## src/rtl/aux_snapshot_scheduler_if.sv

```systemverilog
`default_nettype none
// ============================================================================
//  Module   : aux_snapshot_scheduler_if
//  Purpose  : Signal bundle between the aux snapshot scheduler and its
//             surroundings: frame trigger, CPU register vector, CPU memory
//             read port, aux memory write port and status flags.
//             The master modport is the scheduler side; slave is the
//             environment (CPU, memory arbiter, aux memory).
//  Revision : 1.0 - initial release
// ============================================================================
interface aux_snapshot_scheduler_if #(
   parameter int DATA_WIDTH           = 16,
   parameter int MEMORY_ADDRESS_WIDTH = 11,
   parameter int AUX_ADDRESS_WIDTH    = 5,
   parameter int CPU_ELEMENTS         = 10
);
   // Frame trigger and register snapshot source
   logic                               frame_start_in;
   logic [CPU_ELEMENTS*DATA_WIDTH-1:0] cpu_regs_in;

   // Shared CPU memory read port
   logic                               mem_req_out;
   logic                               mem_sel_out;
   logic [MEMORY_ADDRESS_WIDTH-1:0]    mem_addr_out;
   logic                               mem_gnt_in;
   logic                               mem_rvalid_in;
   logic [DATA_WIDTH-1:0]              mem_rdata_in;

   // Aux memory write port
   logic                               aux_we_out;
   logic [AUX_ADDRESS_WIDTH-1:0]       aux_waddress_out;
   logic [DATA_WIDTH-1:0]              aux_wdata_out;

   // Status
   logic                               busy_out;
   logic                               done_out;
   logic                               skipped_out;

   modport master (
      input  frame_start_in, cpu_regs_in,
      output mem_req_out, mem_sel_out, mem_addr_out,
      input  mem_gnt_in, mem_rvalid_in, mem_rdata_in,
      output aux_we_out, aux_waddress_out, aux_wdata_out,
      output busy_out, done_out, skipped_out
   );

   modport slave (
      output frame_start_in, cpu_regs_in,
      input  mem_req_out, mem_sel_out, mem_addr_out,
      output mem_gnt_in, mem_rvalid_in, mem_rdata_in,
      input  aux_we_out, aux_waddress_out, aux_wdata_out,
      input  busy_out, done_out, skipped_out
   );
endinterface
`default_nettype wire

```

## src/rtl/aux_snapshot_scheduler.sv

```systemverilog
`default_nettype none
// ============================================================================
//  Module   : aux_snapshot_scheduler
//  Purpose  : Once per frame, fills the debug aux memory read by the VGA
//             frame generator: a coherent copy of the CPU registers (slots
//             0..CPU_ELEMENTS-1), followed by an instruction-memory window
//             centred on the PC and a data-memory window centred on the data
//             address register, fetched one word at a time through the shared
//             CPU memory read port.
//  Options  : AUX_SNAPSHOT_TIMEOUT_EN - when defined, a stalled grant or read
//             response is abandoned after TIMEOUT_CYCLES and the slot is
//             filled with 'hDEAD.
//  Revision : 1.0 - initial release
// ============================================================================
module aux_snapshot_scheduler #(
   parameter int DATA_WIDTH           = 16,
   parameter int MEMORY_ADDRESS_WIDTH = 11,
   parameter int AUX_ADDRESS_WIDTH    = 5,
   parameter int CPU_ELEMENTS         = 10,
   parameter int MEMORY_ELEMENTS      = 10,
   parameter int TIMEOUT_CYCLES       = 255
) (
   input  wire logic                  clk_in,
   input  wire logic                  reset_in,
   aux_snapshot_scheduler_if.master   bus
);

   // ------------------------------------------------------------------------
   // Constants
   // ------------------------------------------------------------------------
   localparam int c_WIN_WORDS = 2 * MEMORY_ELEMENTS;
   localparam int c_K_W       = $clog2(c_WIN_WORDS);
   localparam int c_R_W       = (CPU_ELEMENTS > 1) ? $clog2(CPU_ELEMENTS) : 1;

   localparam logic [c_K_W-1:0] c_K_LAST = c_K_W'(c_WIN_WORDS - 1);
   localparam logic [c_K_W-1:0] c_K_DATA = c_K_W'(MEMORY_ELEMENTS);
   localparam logic [c_R_W-1:0] c_R_LAST = c_R_W'(CPU_ELEMENTS - 1);

   // Window placement: four words before the pointer, clamped so the whole
   // window stays inside the memory. Comparisons are done at full register
   // width so pointer values above the memory size clamp to the top window.
   localparam logic [DATA_WIDTH-1:0] c_LAST     = DATA_WIDTH'((1 << MEMORY_ADDRESS_WIDTH) - 1);
   localparam logic [DATA_WIDTH-1:0] c_LEAD     = DATA_WIDTH'(4);
   localparam logic [DATA_WIDTH-1:0] c_LOW_LIM  = DATA_WIDTH'(5);
   localparam logic [DATA_WIDTH-1:0] c_HIGH_LIM = c_LAST - c_LOW_LIM;
   localparam logic [DATA_WIDTH-1:0] c_TOP_BASE = c_LAST - DATA_WIDTH'(MEMORY_ELEMENTS - 1);

   localparam logic [AUX_ADDRESS_WIDTH-1:0] c_AUX_WIN_BASE = AUX_ADDRESS_WIDTH'(CPU_ELEMENTS);
   localparam logic [DATA_WIDTH-1:0]        c_DEAD         = DATA_WIDTH'(16'hDEAD);

   // Register indices holding the program counter and the data address
   localparam int c_PC_IDX   = 0;
   localparam int c_DADR_IDX = 2;

   // ------------------------------------------------------------------------
   // State encoding
   // ------------------------------------------------------------------------
   typedef enum logic [2:0] {
      S_IDLE     = 3'd0,
      S_CAPTURE  = 3'd1,
      S_REG_WR   = 3'd2,
      S_WIN_REQ  = 3'd3,
      S_WIN_WAIT = 3'd4,
      S_DONE     = 3'd5
   } state_t;

   state_t                          r_state;
   state_t                          w_next;

   // ------------------------------------------------------------------------
   // Datapath registers
   // ------------------------------------------------------------------------
   logic [DATA_WIDTH-1:0]           r_snap [CPU_ELEMENTS];
   logic [MEMORY_ADDRESS_WIDTH-1:0] r_ibase;
   logic [MEMORY_ADDRESS_WIDTH-1:0] r_dbase;
   logic [c_R_W-1:0]                r_reg_idx;
   logic [c_K_W-1:0]                r_k;
   logic                            r_wr_pend;
   logic [AUX_ADDRESS_WIDTH-1:0]    r_wr_addr;
   logic [DATA_WIDTH-1:0]           r_wr_data;
   logic                            r_skipped;

   // Window word k completes this cycle, with the value to store for it
   logic                            w_adv;
   logic [DATA_WIDTH-1:0]           w_adv_data;

   // Current window request
   logic                            w_win_sel;
   logic [c_K_W-1:0]                w_win_off;
   logic [MEMORY_ADDRESS_WIDTH-1:0] w_win_addr;

   // Base address of a window for a given pointer register value
   function automatic logic [MEMORY_ADDRESS_WIDTH-1:0] f_base(input logic [DATA_WIDTH-1:0] v);
      logic [DATA_WIDTH-1:0] b;
      if (v < c_LOW_LIM) begin
         b = '0;
      end else if (v > c_HIGH_LIM) begin
         b = c_TOP_BASE;
      end else begin
         b = v - c_LEAD;
      end
      return MEMORY_ADDRESS_WIDTH'(b);
   endfunction

   // Words 0..MEMORY_ELEMENTS-1 come from instruction memory, the rest from
   // data memory; bases are clamped so base+offset never wraps.
   assign w_win_sel  = (r_k >= c_K_DATA);
   assign w_win_off  = w_win_sel ? (r_k - c_K_DATA) : r_k;
   assign w_win_addr = (w_win_sel ? r_dbase : r_ibase) + MEMORY_ADDRESS_WIDTH'(w_win_off);

`ifdef AUX_SNAPSHOT_TIMEOUT_EN
   localparam int c_TMO_W = ($clog2(TIMEOUT_CYCLES + 1) > 8) ? $clog2(TIMEOUT_CYCLES + 1) : 8;
   localparam logic [c_TMO_W-1:0] c_TMO_LAST = c_TMO_W'(TIMEOUT_CYCLES - 1);

   logic [c_TMO_W-1:0] r_tmo_cnt;
   logic               w_tmo_hit;

   // Fires on the TIMEOUT_CYCLES-th consecutive cycle spent waiting
   assign w_tmo_hit = (r_tmo_cnt == c_TMO_LAST);

   // Cycles spent in the current wait state; cleared on every state change
   always_ff @(posedge clk_in or posedge reset_in) begin
      if (reset_in) begin
         r_tmo_cnt <= '0;
      end else if (((r_state == S_WIN_REQ) || (r_state == S_WIN_WAIT)) && (w_next == r_state)) begin
         r_tmo_cnt <= r_tmo_cnt + 1'b1;
      end else begin
         r_tmo_cnt <= '0;
      end
   end
`endif

   // State register
   always_ff @(posedge clk_in or posedge reset_in) begin
      if (reset_in) begin
         r_state <= S_IDLE;
      end else begin
         r_state <= w_next;
      end
   end

   // Next-state decode and all outputs
   always_comb begin
      w_next               = r_state;
      w_adv                = 1'b0;
      w_adv_data           = bus.mem_rdata_in;
      bus.mem_req_out      = 1'b0;
      bus.mem_sel_out      = 1'b0;
      bus.mem_addr_out     = '0;
      bus.aux_we_out       = 1'b0;
      bus.aux_waddress_out = '0;
      bus.aux_wdata_out    = '0;
      bus.busy_out         = (r_state != S_IDLE);
      bus.done_out         = (r_state == S_DONE);
      bus.skipped_out      = r_skipped;

      // A fetched word lands one cycle after its response, possibly while
      // the next request is already being presented.
      if (r_wr_pend) begin
         bus.aux_we_out       = 1'b1;
         bus.aux_waddress_out = r_wr_addr;
         bus.aux_wdata_out    = r_wr_data;
      end

      case (r_state)
         S_IDLE: begin
            if (bus.frame_start_in) begin
               w_next = S_CAPTURE;
            end
         end
         S_CAPTURE: begin
            w_next = S_REG_WR;
         end
         S_REG_WR: begin
            bus.aux_we_out       = 1'b1;
            bus.aux_waddress_out = AUX_ADDRESS_WIDTH'(r_reg_idx);
            bus.aux_wdata_out    = r_snap[r_reg_idx];
            if (r_reg_idx == c_R_LAST) begin
               w_next = S_WIN_REQ;
            end
         end
         S_WIN_REQ: begin
            bus.mem_req_out  = 1'b1;
            bus.mem_sel_out  = w_win_sel;
            bus.mem_addr_out = w_win_addr;
            if (bus.mem_gnt_in) begin
               w_next = S_WIN_WAIT;
            end
`ifdef AUX_SNAPSHOT_TIMEOUT_EN
            else if (w_tmo_hit) begin
               w_adv      = 1'b1;
               w_adv_data = c_DEAD;
            end
`endif
         end
         S_WIN_WAIT: begin
            if (bus.mem_rvalid_in) begin
               w_adv = 1'b1;
            end
`ifdef AUX_SNAPSHOT_TIMEOUT_EN
            else if (w_tmo_hit) begin
               w_adv      = 1'b1;
               w_adv_data = c_DEAD;
            end
`endif
         end
         S_DONE: begin
            w_next = S_IDLE;
         end
         default: begin
            w_next = S_IDLE;
         end
      endcase

      if (w_adv) begin
         w_next = (r_k == c_K_LAST) ? S_DONE : S_WIN_REQ;
      end
   end

   // Snapshot capture, window bases, word counters and the delayed aux write
   always_ff @(posedge clk_in or posedge reset_in) begin
      if (reset_in) begin
         for (int i = 0; i < CPU_ELEMENTS; i++) begin
            r_snap[i] <= '0;
         end
         r_ibase   <= '0;
         r_dbase   <= '0;
         r_reg_idx <= '0;
         r_k       <= '0;
         r_wr_pend <= 1'b0;
         r_wr_addr <= '0;
         r_wr_data <= '0;
      end else begin
         r_wr_pend <= w_adv;
         if (w_adv) begin
            r_wr_addr <= c_AUX_WIN_BASE + AUX_ADDRESS_WIDTH'(r_k);
            r_wr_data <= w_adv_data;
            r_k       <= r_k + 1'b1;
         end
         case (r_state)
            S_CAPTURE: begin
               for (int i = 0; i < CPU_ELEMENTS; i++) begin
                  r_snap[i] <= bus.cpu_regs_in[i*DATA_WIDTH +: DATA_WIDTH];
               end
               r_ibase   <= f_base(bus.cpu_regs_in[c_PC_IDX*DATA_WIDTH +: DATA_WIDTH]);
               r_dbase   <= f_base(bus.cpu_regs_in[c_DADR_IDX*DATA_WIDTH +: DATA_WIDTH]);
               r_reg_idx <= '0;
               r_k       <= '0;
            end
            S_REG_WR: begin
               r_reg_idx <= r_reg_idx + 1'b1;
            end
            default: begin
            end
         endcase
      end
   end

   // Sticky flag: a frame trigger arrived while a snapshot was in progress
   always_ff @(posedge clk_in or posedge reset_in) begin
      if (reset_in) begin
         r_skipped <= 1'b0;
      end else if (bus.frame_start_in && (r_state != S_IDLE)) begin
         r_skipped <= 1'b1;
      end
   end

endmodule
`default_nettype wire
```

## src/flat_wrapper.sv

```systemverilog
// flat-port wrapper written by rule: the top's interface ports become plain ports
module aux_snapshot_scheduler_flat 
#(
   parameter int DATA_WIDTH           = 16,
   parameter int MEMORY_ADDRESS_WIDTH = 11,
   parameter int AUX_ADDRESS_WIDTH    = 5,
   parameter int CPU_ELEMENTS         = 10,
   parameter int MEMORY_ELEMENTS      = 10,
   parameter int TIMEOUT_CYCLES       = 255
)
  (clk_in, reset_in, bus_frame_start_in, bus_cpu_regs_in, bus_mem_req_out, bus_mem_sel_out, bus_mem_addr_out, bus_mem_gnt_in, bus_mem_rvalid_in, bus_mem_rdata_in, bus_aux_we_out, bus_aux_waddress_out, bus_aux_wdata_out, bus_busy_out, bus_done_out, bus_skipped_out);
  aux_snapshot_scheduler_if #(.DATA_WIDTH(DATA_WIDTH), .MEMORY_ADDRESS_WIDTH(MEMORY_ADDRESS_WIDTH), .AUX_ADDRESS_WIDTH(AUX_ADDRESS_WIDTH), .CPU_ELEMENTS(CPU_ELEMENTS)) bus_i ();
  input  wire logic clk_in;
  input  wire logic reset_in;
  input wire logic [$bits(bus_i.frame_start_in)-1:0] bus_frame_start_in;
  input wire logic [$bits(bus_i.cpu_regs_in)-1:0] bus_cpu_regs_in;
  output wire logic [$bits(bus_i.mem_req_out)-1:0] bus_mem_req_out;
  output wire logic [$bits(bus_i.mem_sel_out)-1:0] bus_mem_sel_out;
  output wire logic [$bits(bus_i.mem_addr_out)-1:0] bus_mem_addr_out;
  input wire logic [$bits(bus_i.mem_gnt_in)-1:0] bus_mem_gnt_in;
  input wire logic [$bits(bus_i.mem_rvalid_in)-1:0] bus_mem_rvalid_in;
  input wire logic [$bits(bus_i.mem_rdata_in)-1:0] bus_mem_rdata_in;
  output wire logic [$bits(bus_i.aux_we_out)-1:0] bus_aux_we_out;
  output wire logic [$bits(bus_i.aux_waddress_out)-1:0] bus_aux_waddress_out;
  output wire logic [$bits(bus_i.aux_wdata_out)-1:0] bus_aux_wdata_out;
  output wire logic [$bits(bus_i.busy_out)-1:0] bus_busy_out;
  output wire logic [$bits(bus_i.done_out)-1:0] bus_done_out;
  output wire logic [$bits(bus_i.skipped_out)-1:0] bus_skipped_out;
  assign bus_i.frame_start_in = bus_frame_start_in;
  assign bus_i.cpu_regs_in = bus_cpu_regs_in;
  assign bus_mem_req_out = bus_i.mem_req_out;
  assign bus_mem_sel_out = bus_i.mem_sel_out;
  assign bus_mem_addr_out = bus_i.mem_addr_out;
  assign bus_i.mem_gnt_in = bus_mem_gnt_in;
  assign bus_i.mem_rvalid_in = bus_mem_rvalid_in;
  assign bus_i.mem_rdata_in = bus_mem_rdata_in;
  assign bus_aux_we_out = bus_i.aux_we_out;
  assign bus_aux_waddress_out = bus_i.aux_waddress_out;
  assign bus_aux_wdata_out = bus_i.aux_wdata_out;
  assign bus_busy_out = bus_i.busy_out;
  assign bus_done_out = bus_i.done_out;
  assign bus_skipped_out = bus_i.skipped_out;
  aux_snapshot_scheduler #(.DATA_WIDTH(DATA_WIDTH), .MEMORY_ADDRESS_WIDTH(MEMORY_ADDRESS_WIDTH), .AUX_ADDRESS_WIDTH(AUX_ADDRESS_WIDTH), .CPU_ELEMENTS(CPU_ELEMENTS), .MEMORY_ELEMENTS(MEMORY_ELEMENTS), .TIMEOUT_CYCLES(TIMEOUT_CYCLES)) u_core (.clk_in(clk_in), .reset_in(reset_in), .bus(bus_i));
endmodule
```

## config.mk

```make
export PLATFORM = sky130hd
export DESIGN_NAME = aux_snapshot_scheduler_flat
export DESIGN_NICKNAME = d
export VERILOG_FILES = /design/src/rtl/aux_snapshot_scheduler_if.sv /design/src/rtl/aux_snapshot_scheduler.sv /design/src/flat_wrapper.sv
export SDC_FILE = /design/constraint.sdc
export NUM_CORES = 1
export LEC_CHECK = 0
export BUFFER_PORTS_ARGS = -buffer_cell sky130_fd_sc_hd__buf_4
export CAP_MARGIN = 20
export CORE_UTILIZATION = 55
export CTS_BUF_LIST = sky130_fd_sc_hd__clkbuf_8
export CTS_CLUSTER_DIAMETER = 100
export DETAILED_ROUTE_END_ITERATION = 6
export PLACE_DENSITY = 0.88
export SETUP_SLACK_MARGIN = 0.05
export SLEW_MARGIN = 20
export SYNTH_ARGS = -nofsm -noshare
export SYNTH_HDL_FRONTEND = slang
export SYNTH_SLANG_ARGS = --single-unit
```

## constraint.sdc

```tcl
create_clock -name clk_in -period 8.32 [get_ports clk_in]
set_input_delay 1.248 -clock clk_in [delete_from_list [all_inputs] [get_ports clk_in]]
set_output_delay 1.248 -clock clk_in [all_outputs]
set_load 0.02 [all_outputs]
```

==> results of run 1 <==
==> sequential cells by signal, indices dropped and copies added, names as in the netlist <==
name and count:
u_core.r_snap 160, u_core.r_wr_data 16, u_core.r_dbase 11, u_core.r_ibase 11, u_core.r_k 5, u_core.r_wr_addr 5, u_core.r_reg_idx 4, u_core.r_state 3
u_core.bus.skipped_out 1, u_core.r_wr_pend 1
==> layout make-up <==
| type | instances | area, um^2 |
|---|---|---|
| Clock inverter | 13 | 57.6 |
| Sequential cell | 217 | 5430 |
| Clock buffer | 48 | 661 |
| Fill cell | 1550 | 6080 |
| Inverter | 19 | 78.8 |
| Timing Repair Buffer | 225 | 1690 |
| Multi-Input combinational cell | 894 | 5070 |
| Tap cell | 265 | 332 |
==> cell families after synthesis <==
kind of cell,count (synthesis),share of synthesized area
xor gates and xnor gates,25,0.0202
DFF,217,0.501
muxes,80,0.112
buffers and inverters,85,0.0338
adders and majority gates,20,0.0238
AOI/OAI and AO/OA,103,0.0624
and+or+nand+nor,666,0.247
==> through the flow <==
stage / worst slack (ns) / std cells
3_3_place_gp: 3.55 / 1620
6_report: 2.72 / 1681
4_1_cts: 2.73 / 1681
5_1_grt: 2.53 / 1681
2_1_floorplan: 1.14 / 1196
3_5_place_dp: 3.28 / 1620
==> layer usage <==
metal / vias up / track usage / part of all wire
met2: 374 / 0.471 / 0.49
li1: 4319 / - / -
met3: 85 / 0.0471 / 0.069
met4: 0 / 0.136 / 0.043
met1: 4530 / 0.386 / 0.40
met5: - / 0 / 0
==> cells in the mapped netlist, types with 5 or more instances <==
master    instances  share of area
dfrtp_1         217           0.50
xnor2_1          17          0.014
nand4_1           7         0.0040
nand2_1         570           0.20
o221ai_1         16          0.013
nor2b_1           6         0.0035
ha_1             19          0.022
xor2_1            8         0.0065
mux2_2           12          0.012
a21o_1           19          0.013
inv_1            19         0.0066
nor3_1           12         0.0055
nand3_1          17         0.0078
buf_2            32          0.015
and3_1            5         0.0029
mux4_2           32          0.066
o21ai_0          30          0.014
a21oi_1          22          0.010
mux2i_1          36          0.033
nand2b_1          8         0.0046
clkbuf_1         28         0.0097
nor2_1           23         0.0080
==> power groups by stage <==
stage	logic, uW	clock network [uW]	registers (uW)
global placement	1870	0	1900
CTS	1940	946	1920
finish	1940	932	1930
global route	2120	1000	1990
floorplan	1430	0	1760
detailed placement	1930	0	1940
==> worst register-to-register path, delay by kind of cell (launching register included) <==
family	cells	cell delay, ns
flops	1	0.46
buf+inv	2	1.43
simple gates	4	1.37
==> worst max-delay path by stage <==
stage                                               endpoint                      start  slack [ns]
after floorplan           u_core.bus.skipped_out$_DFFE_PP0P_                   reset_in        1.14
after global placement                   bus_mem_addr_out[6]  u_core.r_k[1]$_DFFE_PP0P_        3.55
after detailed placement                 bus_mem_addr_out[6]  u_core.r_k[0]$_DFFE_PP0P_        3.28
after CTS                                bus_mem_addr_out[6]  u_core.r_k[1]$_DFFE_PP0P_        2.73
after global routing                     bus_mem_addr_out[6]  u_core.r_k[1]$_DFFE_PP0P_        2.53
final                                    bus_mem_addr_out[6]  u_core.r_k[1]$_DFFE_PP0P_        2.72
==> flow_summary.yaml, run 1 <==
outcome:
  status: "finished clean"
cts:
  cts_tree: "built"
  post_cts_resized: 0
  postCtsSetupRepairBufs: 0
  clk_pin_slew_worst_paths_ns: 0.05
  worstSkewPairLatency_ns: 0.52
  clockRootBuffer: "clkbuf_8"
  htreeDepth: 2
  cts_buffers: 37
  hold_buffers: 0
  clock-sinks: 217
  clk_path_buf_depth: 3
layout:
  fin_nets: 1595
  utilization: 0.687
  syn2layout_area_growth_pct: 22.8
  final_common_cell: "nand2_1"
  fin_area_mm2: 0.0133
  n_antenna_cell: 0
  layout-drive-gt1-share: 0.236
  layout_common_cells: "570 x nand2_1, 224 x buf_4, 215 x dfrtp_1"
global_route:
  antenna_found_initial: 0
  gr-usage-all-layers: 0.291
  grt_max_degree: 135
  grt_pass1_wl_um: 45600
  grt_overflow: 0
  grt_pass1_vias: 8985
placed_design:
  placed_area_mm2: 0.0126
  dpl.hpwl_um: 20400
  gp_congestion: 0.878
  port_buffers: 218
drt:
  drc_errors: 0
  routedWlPerCell_um: 17.3
  num_vias: 9308
  drt-pass1-iter-count: 5
  wl_um: 29100
  final_antenna_net_count: 0
  drt_iter0_drc: 673
  viasPerCell: 5.54
floorplan:
  row_count: 51
  die_x_um: 142
  start_util: 0.559
  pin_count: 219
  die_area_mm2: 0.0203
  core_region_area_mm2: 0.0194
  die_h_um: 142
worst_setup_path:
  rr_worst_depth: 6
  crit_cells: 11
  endpoint_kind: "primary output"
  crit_top_cell: "ha_1"
  cp_cell_sequence: "ha_1 -> and3b_1 -> nor3_4 -> mux2_2 -> ha_1 -> fa_1 -> a21oi_1 -> o21ai_0 -> and3_1 -> nor3_1 -> buf_4"
  crit_fanout: 18
  cpMaxStageDelayCell: "nor3_4"
  cpPeakStageDelay_ns: 0.70
  timing.rr.end: "u_core.r_snap[39]$_DFFE_PP0P_"
  start_kind: "flop"
  critical_path_required_ns: 7.07
  r2r_start: "u_core.r_state[0]$_DFFE_PP0P_"
  cp.arrival_ns: 4.35
  criticalPathCategory: "flop to primary output"
  path_buf_inv: 1
  path_delay_family: "simple AND/OR/NAND/NOR gates"
  regToRegSetupSlack_ns: 5.02
synth:
  yosys_warnings: 0
  avgSynthCellArea_um2: 9.07
  synth-edff-count: 0
  async_flop_share: 1.00
  synthFlopType: "dfrtp_1"
  ys_types: 48
  syn_inst: 1196
  synth-seq-area-share: 0.501
  synth-seq-cells: 217
  synth_area_mm2: 0.0108
  syn_nets: 1397
sta:
  rsz0062_at_grt: "no"
  worstMarginPinSlew_ns: 1.09
  setup_tns_ns: 0
  fin_crit_sh: 0.673
  drv_slew: 0
  period_minus_slack_ns: 5.60
  max_freq_ghz: 0.179
  relSlewSlack: 0.275
  hold_violations: 0
  finalSetupViolations: 0
  skew_ns: 0.0191
  holdWs_ns: 0.455
pwr:
  p_sw_uw: 1870
  p_clk_frac: 0.194
  p_seq_frac: 0.402
  powerDensity_mw_per_mm2: 360
  peakVddDrop_mv: 0.206
  combPwrFrac: 0.404
  total_power_uw: 4800
  p_int_uw: 2930
  power_leakage_uw: 0.00695
  p_sw_frac: 0.390
min_path:
  hold_path_depth: 1
  hp-start: "u_core.bus.skipped_out$_DFFE_PP0P_"
  hold_path.class: "flop to flop"
  holdPathEnd: "u_core.bus.skipped_out$_DFFE_PP0P_"
run:
  drv_cap: 0
(Power assumes the default switching activity.)
==> run 2, diff against run 1 <==
==> constraint.sdc (replaced) <==
create_clock -name clk_in -period 5.55 [get_ports clk_in]
set_input_delay 0.8325 -clock clk_in [delete_from_list [all_inputs] [get_ports clk_in]]
set_output_delay 0.8325 -clock clk_in [all_outputs]
set_load 0.02 [all_outputs]
==> run 2 against run 1 <==
Against the previous run: flip-flop and latch count is the same; clock skew rose by 0.0090 ns; first-iteration DRC count grew 1.9%; register-to-register slack got worse by 2.2 ns; non-clock buffer count increased by 2; routed wire length rose by 1.4%; critical path depth did not move; power is 52% higher; via count grew 0.42%; die area is the same; final cell count rose by 0.12%; critical path type unchanged.
==> flow_summary.yaml, run 2 (synthesis results as in run 1) <==
sta:
  drv_slew: 0
  worstMarginPinSlew_ns: 1.08
  setup_tns_ns: 0
  fin_crit_sh: 0.915
  max_freq_ghz: 0.197
  relSlewSlack: 0.278
  rsz0062_at_grt: "no"
  skew_ns: 0.0281
  hold_violations: 0
  finalSetupViolations: 0
  period_minus_slack_ns: 5.08
run:
  drv_cap: 0
worst_setup_path:
  cpMaxStageDelayCell: "nor3_4"
  endpoint_kind: "primary output"
  crit_top_cell: "ha_1"
  cp_cell_sequence: "ha_1 -> and3b_1 -> nor3_4 -> mux2_2 -> ha_1 -> fa_1 -> a21oi_1 -> o21ai_0 -> and3_1 -> nor3_1 -> buf_4"
  crit_fanout: 18
  path_delay_family: "simple AND/OR/NAND/NOR gates"
  critical_path_required_ns: 4.72
  cpPeakStageDelay_ns: 0.68
  criticalPathCategory: "flop to primary output"
  path_buf_inv: 1
  start_kind: "flop"
  cp.arrival_ns: 4.25
pwr:
  peakVddDrop_mv: 0.236
  power_leakage_uw: 0.00697
  powerDensity_mw_per_mm2: 546
layout:
  fin_nets: 1597
  largest-register: "u_core.r_snap"
  fin_area_mm2: 0.0134
  top_regs: "u_core.r_snap x160, u_core.r_wr_data x16"
  largest_reg_flops: 160
  final_common_cell: "nand2_1"
  layout-drive-gt1-share: 0.237
  n_antenna_cell: 0
  syn2layout_area_growth_pct: 23.3
  utilization: 0.690
  layout_common_cells: "570 x nand2_1, 225 x buf_4, 215 x dfrtp_1"
floorplan:
  row_count: 51
  pin_count: 219
  start_util: 0.559
  die_x_um: 142
  die_h_um: 142
  core_region_area_mm2: 0.0194
  die_area_mm2: 0.0203
placed_design:
  gp_congestion: 0.894
  port_buffers: 218
  placed_area_mm2: 0.0126
  dpl.hpwl_um: 20400
drt:
  drt-pass1-iter-count: 5
  drt_iter0_drc: 686
  num_vias: 9347
  routedWlPerCell_um: 17.5
  viasPerCell: 5.55
  final_antenna_net_count: 0
  drc_errors: 0
  wl_um: 29500
cts:
  cts_tree: "built"
  clk_pin_slew_worst_paths_ns: 0.05
  clock-sinks: 217
  worstSkewPairLatency_ns: 0.53
  clk_path_buf_depth: 3
  hold_buffers: 0
  cts_buffers: 37
  post_cts_resized: 0
  postCtsSetupRepairBufs: 0
  clockRootBuffer: "clkbuf_8"
  htreeDepth: 2
global_route:
  grt_max_degree: 168
  gr-usage-all-layers: 0.298
  grt_overflow: 0
  grt_pass1_vias: 9107
  antenna_found_initial: 0
  grt_pass1_wl_um: 46600
outcome:
  status: "finished clean"
min_path:
  hold_path.class: "flop to flop"
## run 2: cell types whose count changed in the layout (fill, tap and decap cells not counted)
cell and change:
buf_6 -1, bufinv_16 +2, buf_12 +2, clkinv_2 +1, buf_4 +1, clkinvlp_4 +1, clkbuf_8 -3, inv_8 -1
## run 2: power by group
part / internal [uW] / switching, uW
Sequential: 2330 / 540
Clock: 824 / 648
Combinational: 1300 / 1660
## run 2: layout make-up
type                       instances  area, um^2
fill                            1506        6020
clock buffer                      45         619
inverter                          19        75.1
timing repair buffer             227        1730
tap                              265         332
clock inverter                    16         123
multi-input combinational        894        5070
sequential                       217        5430
## run 2: stage by stage
stage / setup WS (ns) / hold WS, ns / cells / total power (uW)
finish: 0.472 / 0.456 / 1683 / 7300
global route: 0.200 / 0.482 / 1683 / 7760
CTS: 0.488 / 0.458 / 1683 / 7310
detailed placement: 1.06 / 0.447 / 1622 / 5810
global placement: 1.19 / 0.441 / 1622 / 5670
floorplan: 1.32 / 0.440 / 1196 / 4780
## run 2: layer usage
layer,track usage,vias up,wire (um)
met4,0.136,0,1170
met5,0,-,0
met1,0.400,4536,12200
li1,-,4318,-
met3,0.0515,85,1990
met2,0.475,408,14200
## run 2: path summary, 6_finish.rpt
check                                              startpoint  cells after the start                                  to  slack, ns
min in group asynchronous                            reset_in                      3        u_core.r_snap[5]$_DFFE_PP0P_       0.49
max                                 u_core.r_k[1]$_DFFE_PP0P_                     11                 bus_mem_addr_out[6]       0.47
max in group asynchronous                            reset_in                      4       u_core.r_snap[43]$_DFFE_PP0P_       3.69
min                        u_core.bus.skipped_out$_DFFE_PP0P_                      1  u_core.bus.skipped_out$_DFFE_PP0P_       0.46
min reg2reg                u_core.bus.skipped_out$_DFFE_PP0P_                      1  u_core.bus.skipped_out$_DFFE_PP0P_       0.46
max reg2reg                     u_core.r_state[0]$_DFFE_PP0P_                      4      u_core.r_snap[147]$_DFFE_PP0P_       2.77
## run 2: worst register-to-register path: cells and delay by family, from the launching register on
family | cells | cell delay [ns]
and+or+nand+nor | 2 | 0.93
AOI/OAI and AO/OA | 1 | 0.26
DFF | 1 | 0.44
buffers and inverters | 1 | 0.98
